[src/rtl/uart_rx_frame_ctrl.sv]
// UART receive frame sequencer: start/data/parity/stop sampling, external parity
// checker handshake and a single per-frame status pulse.
module uart_rx_frame_ctrl #(
    parameter int DATA_W       = 32,
    parameter int CLKS_PER_BIT = 868
) (
    input  logic              clk,
    input  logic              rst,
    input  logic              rx_serial,
    input  logic              parity_err_in,
    output logic [DATA_W-1:0] rx_data,
    output logic              rx_parity_bit,
    output logic              parity_load,
    output logic              rx_valid,
    output logic              rx_parity_error,
    output logic              rx_frame_error,
    output logic              busy
);
    localparam int CW = $clog2(CLKS_PER_BIT);
    localparam int BW = (DATA_W > 1) ? $clog2(DATA_W) : 1;
    localparam logic [CW-1:0] CNT_LAST = CW'(CLKS_PER_BIT - 1);
    localparam logic [CW-1:0] CNT_HALF = CW'(CLKS_PER_BIT / 2 - 1);
    localparam logic [BW-1:0] BIT_LAST = BW'(DATA_W - 1);

    typedef enum logic [2:0] {
        S_IDLE, S_START, S_DATA, S_PARITY, S_STOP, S_CHECK
    } state_t;

    state_t              state_q, state_d;
    logic                sync1_q, sync1_d, sync2_q, sync2_d;
    logic [CW-1:0]       cnt_q, cnt_d;
    logic [BW-1:0]       bit_idx_q, bit_idx_d;
    logic [DATA_W-1:0]   rx_data_q, rx_data_d;
    logic                rx_parity_bit_q, rx_parity_bit_d;
    logic                stop_ok_q, stop_ok_d;
    logic                rxs, cnt_wrap;

    assign rxs      = sync2_q;
    assign cnt_wrap = (cnt_q == CNT_LAST);

    always_comb begin
        state_d         = state_q;
        sync1_d         = rx_serial;
        sync2_d         = sync1_q;
        cnt_d           = cnt_wrap ? '0 : cnt_q + CW'(1);
        bit_idx_d       = bit_idx_q;
        rx_data_d       = rx_data_q;
        rx_parity_bit_d = rx_parity_bit_q;
        stop_ok_d       = stop_ok_q;
        case (state_q)
            S_IDLE: begin
                cnt_d     = '0;
                bit_idx_d = '0;
                if (!rxs) state_d = S_START;
            end
            S_START: begin
                // Mid start bit: a high line here means the edge was a glitch.
                if (cnt_q == CNT_HALF) begin
                    cnt_d     = '0;
                    bit_idx_d = '0;
                    state_d   = rxs ? S_IDLE : S_DATA;
                end
            end
            S_DATA: begin
                if (cnt_wrap) begin
                    rx_data_d[bit_idx_q] = rxs;
                    if (bit_idx_q == BIT_LAST) begin
                        bit_idx_d = '0;
                        state_d   = S_PARITY;
                    end else begin
                        bit_idx_d = bit_idx_q + BW'(1);
                    end
                end
            end
            S_PARITY: begin
                if (cnt_wrap) begin
                    rx_parity_bit_d = rxs;
                    state_d         = S_STOP;
                end
            end
            S_STOP: begin
                if (cnt_wrap) begin
                    stop_ok_d = rxs;
                    state_d   = S_CHECK;
                end
            end
            S_CHECK: begin
                cnt_d   = '0;
                state_d = S_IDLE;
            end
            default: state_d = S_IDLE;
        endcase
    end

    always_ff @(posedge clk) begin
        if (rst) begin
            state_q         <= S_IDLE;
            sync1_q         <= 1'b1;
            sync2_q         <= 1'b1;
            cnt_q           <= '0;
            bit_idx_q       <= '0;
            rx_data_q       <= '0;
            rx_parity_bit_q <= 1'b0;
            stop_ok_q       <= 1'b1;
        end else begin
            state_q         <= state_d;
            sync1_q         <= sync1_d;
            sync2_q         <= sync2_d;
            cnt_q           <= cnt_d;
            bit_idx_q       <= bit_idx_d;
            rx_data_q       <= rx_data_d;
            rx_parity_bit_q <= rx_parity_bit_d;
            stop_ok_q       <= stop_ok_d;
        end
    end

    // Status is only meaningful in CHECK, where the checker answers combinationally.
    always_comb begin
        parity_load     = (state_q == S_CHECK);
        rx_valid        = (state_q == S_CHECK);
        rx_parity_error = (state_q == S_CHECK) & parity_err_in;
        rx_frame_error  = (state_q == S_CHECK) & ~stop_ok_q;
        busy            = (state_q != S_IDLE);
    end

    assign rx_data       = rx_data_q;
    assign rx_parity_bit = rx_parity_bit_q;

endmodule

[config.mk]
export PLATFORM = sky130hd
export DESIGN_NAME = uart_rx_frame_ctrl
export DESIGN_NICKNAME = d
export VERILOG_FILES = /design/src/rtl/uart_rx_frame_ctrl.sv
export SDC_FILE = /design/constraint.sdc
export NUM_CORES = 1
export LEC_CHECK = 0
export CAP_MARGIN = 20
export CORE_UTILIZATION = 40
export CTS_CLUSTER_DIAMETER = 120
export DETAILED_ROUTE_END_ITERATION = 6
export PLACE_DENSITY_LB_ADDON = 0.3
export SETUP_SLACK_MARGIN = 0.1
export SLEW_MARGIN = 30
export SYNTH_ARGS = -nofsm -noshare
export SYNTH_HDL_FRONTEND = slang
export SYNTH_SLANG_ARGS = --single-unit
[constraint.sdc]
create_clock -name clk -period 4.3 [get_ports clk]
set_input_delay 0.86 -clock clk [delete_from_list [all_inputs] [get_ports clk]]
set_output_delay 0.86 -clock clk [all_outputs]
set_load 0.01 [all_outputs]
==> metrics, run 1 <==
status=finished, violations left; failing checks=DRC; Arr. time, crit path=2.02 ns; R2R Path Start=cnt_q[8]; Bufs on Longest Clock Path=2; r2r endpoint=rx_data[25]; core area=6460 µm²; post-cts sizing count=0; gpl congestion=0.836; startpoint types=flip-flop; critical path's top delay family=buffers and inverters; routed via count=2405; First DRT Iteration DRCs=201; post-layout power=0.982 mW; Max stage delay on crit path=0.62 ns; Post-Route WL=6490 µm; dpl hpwl=4260 µm; Die Y=84.4 µm; Setup CP Type=reg -> out; DP Worst Slack=1.46 ns; CP Capture Point=rx_parity_error; max-cap viol count=0; layout cells sized above 1=7.72%; Post-CTS Setup Repair Bufs=0; CTS HTree Levels=2; static leakage=1.00 nW; total iterations of the first detailed-routing run=6; nets=347; Hold Fails Final Rpt=0; CTS buffer count=5; Num Clock Sinks=54; Routed WL per cell=15.7 µm; sequential area share after synthesis=39.8%; Slew @ Worst Pin=0.689 ns; Via density=5.81; CTS Root Cell=clkbuf_8; Die W=84.4 µm; post-synth cell types=51; IO Port Bufs=41; number of diodes=0; min setup slack post-route=1.42 ns; vias in the first global route=2161; Critical path origin=state_q[1]; GR Util All Layers=18.6%; Slew HR=54.1%; Tcrit/Tclk final=66.9%; RSZ-0062 raised after global routing=no; Mapped Avg Cell Area=8.69 µm²; Buf/Inv on CP=2; die area=7130 µm²; Worst-Skew Late Latency=0.32 ns; Max stage delay cell, worst path=dfxtp_1; Area growth, synth to finish=17.2%; CTS tree=built; fin crit period=2.88 ns; number of core rows=29; number of synthesized flops with an enable pin=0; Mapped Area=2720 µm²; reg2reg setup slack=2.20 ns; Gate Count Post-Synth=313; Seq cells post-synth=54; pin count of the biggest net entering global routing=46; reg2reg path depth=4; peak supply drop=0.000188 V; Core Util, Final=49.3%; Reg clk slew, reported paths=0.10 ns; DR DRC count=6; Peak Freq=348 MHz; total grt overflow=0; initial antenna violation count=0; Post-synth top cells=dfxtp_1 (54), nand3_1 (38), o21ai_0 (34); Critical Path End Type=output pin; initial core utilization=42.1%; crit-path cells=inv_1 -> and3_1 -> and2_1 -> clkdlybuf4s50_1; Ys Warns=0; Fin Hold WS=0.417 ns; Yosys top cell area share=39.8%; Setup TNS=0 ns; area leader, netlist=dfxtp_1; Setup Skew=0.0111 ns; Tightest Hold Check Type=reg -> reg; top post-synthesis cells by area=dfxtp_1 (40%), nand3_1 (7.0%), o21ai_0 (6.3%), a21oi_1 (5.9%), ha_1 (3.2%); Stages on worst setup path=4; CP Max Fanout=16; PwrDens=308 nW/µm²; max-slew violation count=0; cts-stage hold buffer count=0; global-route wire length before repair=10600 µm; Critical Path RT=3.44 ns; Final setup viols=0; most instantiated library cell after synthesis=dfxtp_1; I/O Pins=42; ys async rst share=0%; post-synthesis net count=324; Final ANT Viol Nets=0; Primary FF master, synth=dfxtp_1
cells in the final DEF (no fill, tap or decap), types with 3 or more instances in the layout:
master           synthesis  routed
clkdlybuf4s50_1          0      41
nand4_1                  8       8
nand2b_1                 6       6
o21ai_0                 34      34
and2_1                   4       4
clkbuf_8                 0       5
nand3_1                 38      38
nor3b_1                  4       4
nor3_1                   4       4
nand3b_1                 3       3
and4_1                   4       4
nor2_1                  18      18
ha_1                     7       7
nor4bb_1                 5       5
xor2_1                   3       3
nand2_1                  8       8
o31ai_1                  3       3
a21oi_1                 32      32
and3_1                   4       4
inv_1                    6       6
xnor2_1                  5       5
or2_2                    4       4
nor2b_1                  3       3
dfxtp_1                 54      53
cell families (layout without fill, tap and decap cells):
kind of cell	count (synthesis)	after routing	share of synthesized area (%)
flip-flops	54	54	39.8
AO/OA/AOI/OAI	83	83	17.9
AND/OR/NAND/NOR	127	127	28.9
adder cells (fa/ha/maj)	7	7	3.22
multiplexers	2	2	0.736
XOR/XNOR	8	8	2.58
buffers and inverters	32	56	6.90
flip-flops by register name (all words and copies together) (netlist names):
| signal | cells |
|---|---|
| sync1_q | 1 |
| bit_idx_q | 5 |
| rx_parity_bit | 1 |
| rxs | 1 |
| state_q | 3 |
| cnt_q | 10 |
| stop_ok_q | 1 |
| rx_data | 32 |
power breakdown:
part / switching, mW / total, mW / leakage (nW) / internal (mW)
combinational: 0.0527 / 0.0939 / 0.510 / 0.0413
clock: 0.177 / 0.355 / 0.0591 / 0.178
sequential: 0.0253 / 0.533 / 0.435 / 0.508
total: 0.255 / 0.982 / 1.00 / 0.727
how the worst min path moves through the flow:
stage,cells after the start,start,to
3_3_place_gp,1,sync1_q,rxs
6_report,1,sync1_q,rxs
5_1_grt,1,sync1_q,rxs
3_5_place_dp,1,sync1_q,rxs
2_1_floorplan,1,sync1_q,rxs
4_1_cts,1,sync1_q,rxs
worst register-to-register path, stage by stage, from the launching register on:
cell and delay (ns):
dfxtp_1 0.42, nor3b_1 0.59, nand4_1 0.54, o21ai_0 0.33
a21oi_1 0.09
layer usage:
| layer | vias up | global-route usage, % | wire length (µm) |
|---|---|---|---|
| li1 | 1186 | - | - |
| met1 | 1137 | 24.7 | 3010 |
| met2 | 72 | 29.9 | 2970 |
| met3 | 10 | 3.54 | 397 |
| met4 | 0 | 7.55 | 108 |
| met5 | - | 0 | 0 |
stage by stage:
step                instance area (µm²)  cells
global route                       3190    414
global placement                   3070    406
finish                             3190    414
floorplan                          2720    313
detailed placement                 3070    406
CTS                                3190    414
cell type report:
type | count | area, µm²
flip-flops and latches | 54 | 1080
fillers | 639 | 3270
clock inverters | 3 | 47.5
inverters | 6 | 22.5
repair buffers | 42 | 418
multi-input cells | 227 | 1450
clock buffers | 5 | 68.8
well taps | 77 | 96.3
(Power assumes the default switching activity.)
==> run 2: changes to the inputs <==
==> constraint.sdc (replaced) <==
create_clock -name clk -period 2.8 [get_ports clk]
set_input_delay 0.56 -clock clk [delete_from_list [all_inputs] [get_ports clk]]
set_output_delay 0.56 -clock clk [all_outputs]
set_load 0.01 [all_outputs]
==> run 2 against run 1 <==
Net effect: the run still ends with DRC left; final cell count grew 0.24%; highest routed layer unchanged; hold slack improved by 0.0047 ns; clock skew is 0.0023 ns higher; design area grew 0.67%; first-iteration DRC count is 5.0% higher; flip-flop and latch count unchanged; via count shrank 2.7%; sequential share of layout area is 0.19 points lower; combinational power grew 61%; clock-buffer cell count unchanged; setup slack got worse by 1.1 ns.
==> metrics, run 2 (synthesis results as in run 1) <==
static leakage=1.01 nW; max-slew violation count=0; initial antenna violation count=0; number of core rows=29; fin crit period=2.51 ns; Post-Route WL=6270 µm; Buf/Inv on CP=1; CTS buffer count=5; Clk pwr share=35.9%; nets=348; peak supply drop=0.000319 V; met3 WL=324 µm; Switch Pwr=0.385 mW; die area=7130 µm²; routed via count=2340; max-cap viol count=0; I/O Pins=42; Setup TNS=0 ns; vias in the first global route=2141; Critical Path End Type=output pin; IO Port Bufs=41; GR Util All Layers=18.8%; status=finished, violations left; Bufs on Longest Clock Path=2; Critical Path RT=2.24 ns; max layer used=met4; number of diodes=0; Via density=5.64; Max stage delay on crit path=0.66 ns; cts-stage hold buffer count=0; Slew HR=55.3%; CP Max Fanout=16; gpl congestion=0.842; failing checks=DRC; CTS HTree Levels=2; Arr. time, crit path=1.95 ns; Worst-Skew Late Latency=0.31 ns; Num Clock Sinks=54; Sequential Power Share=54.1%; Reg clk slew, reported paths=0.10 ns; Die Y=84.4 µm; dpl hpwl=4130 µm; Setup Skew=0.0133 ns; max reg flops=32; Slew @ Worst Pin=0.669 ns; CTS tree=built; First DRT Iteration DRCs=211; Routed WL per cell=15.1 µm; design area=3210 µm²; met2 WL=2840 µm; DP Worst Slack=0.584 ns; DR DRC count=6; crit-path cells=and3_1 -> nor2b_1 -> clkdlybuf4s50_1; initial core utilization=42.1%; core area=6460 µm²; startpoint types=flip-flop; global-route wire length before repair=10700 µm; Tcrit/Tclk final=89.7%; Area after DPL=3090 µm²; most frequent cells in the layout=dfxtp_1 (52), clkdlybuf4s50_1 (41), nand3_1 (38), o21ai_0 (34), a21oi_1 (32); total grt overflow=0; Fin Hold WS=0.422 ns; commonest non-fill, non-tap cell in the layout=dfxtp_1; post-layout power=1.50 mW; CTS Root Cell=clkbuf_8; Die W=84.4 µm; Final setup viols=0; Area growth, synth to finish=17.9%; layout cells sized above 1=8.28%; Tightest Hold Check Type=reg -> reg; Sw Ratio=25.6%; min setup slack post-route=0.289 ns; wl on met1=3050 µm; fill count=613; RSZ-0062 raised after global routing=no; Final ANT Viol Nets=0; PwrDens=468 nW/µm²; Internal=1.12 mW; Peak Freq=398 MHz; pin count of the biggest net entering global routing=47; Max stage delay cell, worst path=dfxtp_1; critical path's top delay family=flip-flops; total iterations of the first detailed-routing run=7; Setup CP Type=reg -> out; Hold Fails Final Rpt=0; Comb power frac=10.1%
## run 2: routing by layer
| layer | GRT usage (%) | up-vias |
|---|---|---|
| met3 | 3.64 | 4 |
| met2 | 28.8 | 81 |
| met4 | 6.32 | 0 |
| met1 | 26.5 | 1075 |
| li1 | - | 1180 |
| met5 | 0 | - |
## run 2: worst paths after layout
path	startpoint	endpoint	slack, ns	depth (start not counted)
worst max-delay path	state_q[0]	rx_frame_error	0.29	3
worst min-delay path	sync1_q	rxs	0.42	1
worst max register to register	cnt_q[8]	rx_data[30]	0.69	4
worst min register to register	sync1_q	rxs	0.42	1
## run 2: layout make-up
cell class	instances	area, µm²	area share [%]
Clock buffer	5	68.8	2.15
Tap cell	77	96.3	3.00
Clock inverter	3	47.5	1.48
Multi-Input combinational cell	227	1450	45.2
Timing Repair Buffer	43	438	13.7
Inverter	6	22.5	0.702
Sequential cell	54	1080	33.8
## run 2: power by group through the flow
stage | sequential, mW | clock (mW) | combinational [mW]
6_report | 0.812 | 0.538 | 0.151
5_1_grt | 0.817 | 0.591 | 0.164
4_1_cts | 0.812 | 0.558 | 0.151
3_5_place_dp | 0.829 | 0 | 0.150
3_3_place_gp | 0.827 | 0 | 0.151
2_1_floorplan | 0.812 | 0 | 0.131
## run 2: what timing repair did
item                       CTS  global route
gates resized for setup      0             2
setup endpoints to repair    0             2
buffers inserted             0             0
## run 2: per-stage QoR
step | util, % | instances
final | 49.7 | 415
after global routing | 49.7 | 415
after CTS | 49.6 | 415
after detailed placement | 47.8 | 407
after global placement | 47.8 | 407
after floorplan | - | 313
